<file path="config.mk">
export PLATFORM = sky130hd
export DESIGN_NAME = instr_encoder
export DESIGN_NICKNAME = d
export VERILOG_FILES = /design/src/rtl/instr_encoder.sv
export SDC_FILE = /design/constraint.sdc
export NUM_CORES = 1
export LEC_CHECK = 0
export CELL_PAD_IN_SITES_DETAIL_PLACEMENT = 1
export CELL_PAD_IN_SITES_GLOBAL_PLACEMENT = 2
export CORE_MARGIN = 5
export CORE_UTILIZATION = 39
export CTS_BUF_LIST = sky130_fd_sc_hd__clkbuf_8
export DETAILED_ROUTE_END_ITERATION = 16
export PLACE_DENSITY_LB_ADDON = 0.08
export SLEW_MARGIN = 20
export SYNTH_ARGS = -nofsm -noshare
export SYNTH_HDL_FRONTEND = slang
export SYNTH_SLANG_ARGS = --single-unit
</file>
<file path="constraint.sdc">
create_clock -name clk -period 2.3 [get_ports clk]
set_clock_uncertainty 0.05 [all_clocks]
set_input_delay 0.23 -clock clk [delete_from_list [all_inputs] [get_ports clk]]
set_output_delay 0.23 -clock clk [all_outputs]
set_load 0.02 [all_outputs]
</file>
<file path="src/rtl/instr_encoder.sv">
// rtl/instr_encoder.sv - RV32 instruction encoder: field check/pack stage feeding an output FIFO
module instr_encoder #(
  parameter int FIFO_DEPTH = 4
) (
  input  logic        clk,
  input  logic        reset,
  input  logic        in_valid_i,
  output logic        in_ready_o,
  input  logic [2:0]  fmt_i,
  input  logic [6:0]  opcode_i,
  input  logic [2:0]  funct3_i,
  input  logic [6:0]  funct7_i,
  input  logic [4:0]  rd_i,
  input  logic [4:0]  rs1_i,
  input  logic [4:0]  rs2_i,
  input  logic [4:0]  rs3_i,
  input  logic [31:0] imm_i,
  output logic        out_valid_o,
  input  logic        out_ready_i,
  output logic [31:0] instr_o,
  output logic        err_o,
  output logic [15:0] instr_cnt_o,
  output logic [7:0]  err_cnt_o
);

  localparam int AW = $clog2(FIFO_DEPTH);
  localparam logic [AW+1:0] DEPTH_W = (AW+2)'(FIFO_DEPTH);

  logic [31:0]   mem [FIFO_DEPTH];
  logic [AW-1:0] wr_ptr, rd_ptr;
  logic [AW:0]   count;
  logic [AW+1:0] occ;
  logic          ready_en;
  logic          s1_valid, s1_err;
  logic [31:0]   s1_word;
  logic [31:0]   packed_word;
  logic          bad;
  logic          accept, push, pop;

  always_comb begin
    packed_word = 32'h0;
    bad = 1'b0;
    case (fmt_i)
      3'd0: packed_word = {funct7_i, rs2_i, rs1_i, funct3_i, rd_i, opcode_i};
      3'd1: begin
        packed_word = {imm_i[11:0], rs1_i, funct3_i, rd_i, opcode_i};
        bad = imm_i[31:11] != {21{imm_i[11]}};
      end
      3'd2: begin
        packed_word = {imm_i[11:5], rs2_i, rs1_i, funct3_i, imm_i[4:0], opcode_i};
        bad = imm_i[31:11] != {21{imm_i[11]}};
      end
      3'd3: begin
        packed_word = {imm_i[12], imm_i[10:5], rs2_i, rs1_i, funct3_i,
                       imm_i[4:1], imm_i[11], opcode_i};
        bad = (imm_i[31:12] != {20{imm_i[12]}}) || imm_i[0];
      end
      3'd4: begin
        packed_word = {imm_i[31:12], rd_i, opcode_i};
        bad = imm_i[11:0] != 12'h0;
      end
      3'd5: begin
        packed_word = {imm_i[20], imm_i[10:1], imm_i[11], imm_i[19:12], rd_i, opcode_i};
        bad = (imm_i[31:20] != {12{imm_i[20]}}) || imm_i[0];
      end
      3'd6: packed_word = {rs3_i, funct7_i[1:0], rs2_i, rs1_i, funct3_i, rd_i, opcode_i};
      default: bad = 1'b1;
    endcase
    if (opcode_i[1:0] != 2'b11) bad = 1'b1;
  end

  // Stage-1 slot is reserved against FIFO space so a checked word can always be pushed.
  assign occ         = {1'b0, count} + {{(AW+1){1'b0}}, s1_valid};
  assign in_ready_o  = ready_en && (occ < DEPTH_W);
  assign accept      = in_valid_i && in_ready_o;
  assign push        = s1_valid && !s1_err;
  assign out_valid_o = count != '0;
  assign pop         = out_valid_o && out_ready_i;
  assign instr_o     = out_valid_o ? mem[rd_ptr] : 32'h0;

  always_ff @(posedge clk or negedge reset) begin
    if (!reset) begin
      ready_en    <= 1'b0;
      s1_valid    <= 1'b0;
      s1_err      <= 1'b0;
      s1_word     <= 32'h0;
      err_o       <= 1'b0;
      wr_ptr      <= '0;
      rd_ptr      <= '0;
      count       <= '0;
      instr_cnt_o <= 16'h0;
      err_cnt_o   <= 8'h0;
    end else begin
      ready_en <= 1'b1;
      s1_valid <= accept;
      err_o    <= accept && bad;
      if (accept) begin
        s1_word <= packed_word;
        s1_err  <= bad;
      end
      if (accept && bad && err_cnt_o != 8'hFF) err_cnt_o <= err_cnt_o + 8'h1;
      if (push) wr_ptr <= wr_ptr + 1'b1;
      if (pop) begin
        rd_ptr      <= rd_ptr + 1'b1;
        instr_cnt_o <= instr_cnt_o + 16'h1;
      end
      case ({push, pop})
        2'b10:   count <= count + 1'b1;
        2'b01:   count <= count - 1'b1;
        default: count <= count;
      endcase
    end
  end

  always_ff @(posedge clk) begin
    if (push) mem[wr_ptr] <= s1_word;
  end

endmodule

</file>
Yosys cells after proc, flatten, opt, wreduce, memory -nomap -nowiden
Memories as Yosys holds them, arrays and structs flattened.
Cells that the tools add are included.

word-level totals
  input bits = 76
  output and inout bits = 59
  memories kept = 1
  latch bits = 0
  ROM bits = 0
  register bits after elaboration = 67
  word-level logic and storage cells = 54
  memory bits (writable) = 128

cells by class
  $mul = 0
  add/subtract/negate cells = 7
  eq/ne operators = 13
  shift-type cells = 0
  divide/modulo/power cells = 0
  mux-type cells = 7
  bitwise operators = 0
  reductions and logical operators = 15
  magnitude comparators = 1

memories
  name  depth  bits a word  rd ports  clocked after Yosys merged registers in  wr ports  RTL line  RTL
  mem   4      32           1         0                                        1         29        logic [31:0] mem [FIFO_DEPTH];

operators by type and width
  cell                   number
  $pmux 32 s7            1
  $mux 32                1
  $ne 20x20->1           1
  $ne 19x19->1           1
  $add 16x1->16 const B  1
  $reduce_bool 12->1     1
  $ne 11x11->1           1
  $eq 3x3->1 const B     3
  $add 8x1->8 const B    1
  $ne 8x8->1 const B     1
  $eq 3x2->1 const B     2
  $logic_and 1x1->1      6
  $pmux 3 s2             1
  $pmux 1 s5             1
  $add 2x1->2 const B    2
  $add 3x1->4            1
  $lt 4x3->1 const B     1
  $reduce_or 2->1        2
  $add 3x1->3 const B    1
  $eq 3x1->1 const B     1
  $logic_not 3->1        1
  $mux 1                 3
  $reduce_bool 3->1      1
  $sub 3x1->3 const B    1
  other kinds (6)        7

Longest topological paths before layout
  depth after elaboration = 6
  gate-level depth with buffers = 9
  depth with buffers taken out = 8

Worst setup path before layout
No wires, ideal clock.

  path kind = reg2reg
  from = register count[0]
  to = register err_cnt_o[7]
  path buffers = 0
  stages on the path, launching flop included = 7
  arrival = 2,127 ps
  path slack = -7 ps
  clock period less this slack = 2,307 ps
  setup time = 131 ps
  path through = dfrtp_1 -> a311oi_1 -> nand2_1 -> a31oi_1 -> and4_1 -> nand4_1 -> xnor2_1

between the ends
  longest elaborated chain between the ends = 6

RTL lines
  what                             RTL line  RTL
  start: declaration               31        logic [AW:0] count;
  start signal: assignment         108       2'b10: count <= count + 1'b1;
  start signal: assignment         109       2'b01: count <= count - 1'b1;
  start signal: assignment         110       default: count <= count;
  $add 3x1->4                      73        assign occ = {1'b0, count} + {{(AW+1){1'b0}}, s1_valid};
  $lt 4x3->1                       74        assign in_ready_o = ready_en && (occ < DEPTH_W);
  $logic_and 1x1->1                74
  named net in_ready_o             8         output logic in_ready_o,
  $logic_and 1x1->1                75        assign accept = in_valid_i && in_ready_o;
  $logic_and 1x1->1 (2 in series)  101       if (accept && bad && err_cnt_o != 8'hFF) err_cnt_o <= err_cnt_o + 8'h1;
  end signal: assignment           101
  end: declaration                 23        output logic [7:0] err_cnt_o

The timed path passes the listed nets, and every way through them passes these cells.
A chain may end at the register's enable or synchronous reset.

Final worst setup path
  from = register rd_ptr[0]
  to = output port instr_o[7]

between the ends
  longest elaborated chain between the ends = 2

RTL lines
  what                      RTL line  RTL
  start: declaration        30        logic [AW-1:0] wr_ptr, rd_ptr;
  start signal: assignment  104       rd_ptr <= rd_ptr + 1'b1;
  $mem_v2 4x32              --
  $mux 32                   79        assign instr_o = out_valid_o ? mem[rd_ptr] : 32'h0;
  end: declaration          20        output logic [31:0] instr_o,

Every way passes these cells.

==> flow_summary_export.csv <==
group,metric,value,unit
detailed_routing,vias,5679,
finish,design_area,11100,um2
finish,post_route_cells_drive_above_1_share,23.4,%
global_route,antenna_found_initial,0,
logic_synthesis,synth_edf_count,128,
pwr,internal_power,7.76,mW
sta,setup_ws,-13.4,ps
detailed_routing,remaining_drc_errors,0,
logic_synthesis,synth_cell_types,58,
pwr,seqPwrFrac,43.9,%
floorplan,rows,54,
placement,hpwl,16200,um
setup_path,worstPathArrival,2030,ps
pwr,p_total,11.9,mW
finish,antenna_cells,0,
clock_tree,cts_tree,"done",
hold_path,hp-class,"input port to flop",
pwr,combPwrFrac,38.7,%
setup_path,setup.worst_path.start,"rd_ptr[0]$_DFFE_PN0P_",
logic_synthesis,ys_seq_area_share,65.1,%
detailed_routing,detail-route-antenna-nets,0,
finish,final_common_cell,"edfxtp_1",
clock_tree,cts_made_buffers,17,
floorplan,die_x,157,um
detailed_routing,wire_per_inst,21.1,um
pwr,clock_power_share,17.4,%
logic_synthesis,synth_warnings,0,
detailed_routing,drt-vias-per-instance,5.24,
finish,final_cell_count_no_fill,1084,
sta,min_period,2310,ps
floorplan,core-area,21600,um2
setup_path,crit_path_start_kind,"flop",
clock_tree,clock_latency,470,ps
placement,dp_slack,-239,ps
sta,setup_viol,1,
sta,fmax,432,MHz
global_route,first_global_vias,6327,
setup_path,path_class,"flop to output port",
finish,area_delta_synth_final,31.2,%
floorplan,initial_utilization,39.2,%
pwr,swShare,34.8,%
outcome,violations,"negative setup slack",
placement,port_buffers,134,
logic_synthesis,synth_seq_cells,195,
placement,gp_congestion,0.895,
setup_path,critical_path.endpoint_type,"output port",
clock_tree,clock-sinks,195,
sta,hold_violations,0,
hold_path,worstHoldStart,"opcode_i[6]",
global_route,grt-ovfl-total,0,
clock_tree,root_buffer,"clkbuf_8",
pwr,power_density,1070,nW/um2
sta,whs,289,ps
clock_tree,path_clk_slew,110,ps
logic_synthesis,ys_async_sr_fraction,34.4,%
finish,final_cell_mix,"edfxtp_1, clkdlybuf4s50_1, dfrtp_1",
clock_tree,cts_buffer_depth,2,
global_route,grt_pass1_wl,36300,um
detailed_routing,wirelength,22900,um
clock_tree,h-tree-depth,4,
logic_synthesis,netlist_area,8470,um2
sta,rsz0062_at_grt,"yes",
global_route,grt.total_usage,19.3,%
floorplan,die-area,24800,um2
sta,finalCritPeriodShare,101,%
logic_synthesis,avgSynthCellArea,14.1,um2
detailed_routing,drt_iter0_drc,300,
placement,placedCellCount,1044,
finish,nets,875,
setup_path,r2r-start,"count[2]$_DFFE_PN0P_",
detailed_routing,drtPass1Iterations,7,
setup_path,crit_required,2020,ps
finish,fin_util,51.4,%
outcome,status,"finished with violations",
flow_run,max_cap_violations,0,
sta,fin_setup_tns,-13.4,ps
sta,maxSlewHeadroom,50.4,%
pwr,p_leak,4.24,nW
logic_synthesis,synth-main-ff-cell,"edfxtp_1",
logic_synthesis,mappedNetlistNets,684,
floorplan,dieHeight,157,um
floorplan,ios,135,
sta,tightest_slew,744,ps
pwr,irDropWorstVdd,450,uV
setup_path,cp_max_fo,5,
logic_synthesis,syn_inst,600,
sta,drv_slew,0,
global_route,grt_max_degree,49,
placement,dpl_cell_area,10600,um2
pwr,switchingPower,4.15,mW
cell usage after synthesis (all sizes together), types with 2 or more instances:
master / count / area, um2
a22oi: 4 / 30.0
buf: 12 / 58.8
nand4: 5 / 31.3
xnor2: 20 / 175
clkbuf: 21 / 78.8
ha: 7 / 87.6
o21ai: 33 / 165
a22o: 4 / 35.0
nor2: 41 / 161
o2111ai: 2 / 17.5
o22ai: 6 / 37.5
inv: 16 / 60.1
xor2: 7 / 61.3
nand3: 19 / 100
mux2i: 9 / 90.1
and2b: 2 / 16.3
dfrtp: 67 / 1680
nor3: 2 / 15.0
a221oi: 13 / 114
and4: 5 / 43.8
and2: 5 / 31.3
o211ai: 5 / 42.5
a21oi: 9 / 45.0
mux2: 2 / 22.5
or3: 2 / 12.5
nand2: 47 / 179
nor2b: 35 / 219
edfxtp: 128 / 3840
nand2b: 2 / 12.5
mux4: 32 / 721
or4: 4 / 33.8
a31oi: 6 / 37.5
and3: 8 / 50.1
nor4: 7 / 50.1
a41oi: 2 / 17.5
logic make-up after synthesis:
| kind of cell | count (synthesis) | share of synthesized area, % |
|---|---|---|
| simple gates | 184 | 11.3 |
| other cells | 1 | 0.0443 |
| fa+ha+maj | 8 | 1.27 |
| flops | 195 | 65.1 |
| mux | 43 | 9.83 |
| xor+xnor | 27 | 2.79 |
| compound gates | 93 | 7.31 |
| buf+inv | 49 | 2.33 |
metal layers:
| metal | global-route usage, % | vias to the layer above | wire length (um) |
|---|---|---|---|
| li1 | - | 2637 | - |
| met1 | 26.1 | 2864 | 10200 |
| met2 | 31.9 | 156 | 11200 |
| met3 | 4.56 | 22 | 1300 |
| met4 | 4.59 | 0 | 233 |
| met5 | 0 | - | 0 |
area by class of cell:
| type | count | area [um2] |
|---|---|---|
| flip-flops and latches | 195 | 5520 |
| inverters | 16 | 60.1 |
| fillers | 2197 | 10500 |
| clock buffers | 18 | 248 |
| clock inverters | 14 | 118 |
| repair buffers | 205 | 2010 |
| multi-input cells | 356 | 2820 |
| well taps | 280 | 350 |
worst paths after layout:
check                                                    to  slack (ps)  depth (start not counted)
worst max register to register         count[2]$_DFFE_PN0P_         200                          9
worst min register to register  instr_cnt_o[15]$_DFFE_PN0P_         430                          1
worst max-delay path                             instr_o[7]         -10                          6
worst min-delay path                 s1_word[6]$_DFFE_PN0P_         290                          3
max in group asynchronous           s1_word[22]$_DFFE_PN0P_        1210                          3
min in group asynchronous       instr_cnt_o[11]$_DFFE_PN0P_         320                          2
sequential cells by signal, indices dropped and copies added (netlist names), 2 cells and up:
register and count:
s1_word 32, mem 128, instr_cnt_o 16, wr_ptr 2, err_cnt_o 8, rd_ptr 2, count 3
repair_timing:
item,CTS,global route
hold buffers,1,0
cloned,4,0
resized for setup,130,29
buffers inserted,3,0
pin swaps,1,0
endpoints found under the setup margin,32,34
endpoints found under the hold margin,28,0
critical path: stages (launching register included):
cell and delay [ps]:
dfrtp_2 410, buf_12 130, buf_12 120, buf_16 130, mux4_2 510, nor2b_4 140
buf_6 120
power by group through the flow:
stage / combinational, mW / sequential [mW] / clock [mW]
finish: 4.61 / 5.23 / 2.07
global route: 4.98 / 5.33 / 2.30
CTS: 4.49 / 5.23 / 2.14
detailed placement: 4.42 / 5.31 / 0
global placement: 4.33 / 5.21 / 0
floorplan: 2.39 / 5.21 / 0
(Power assumes the default switching activity.)
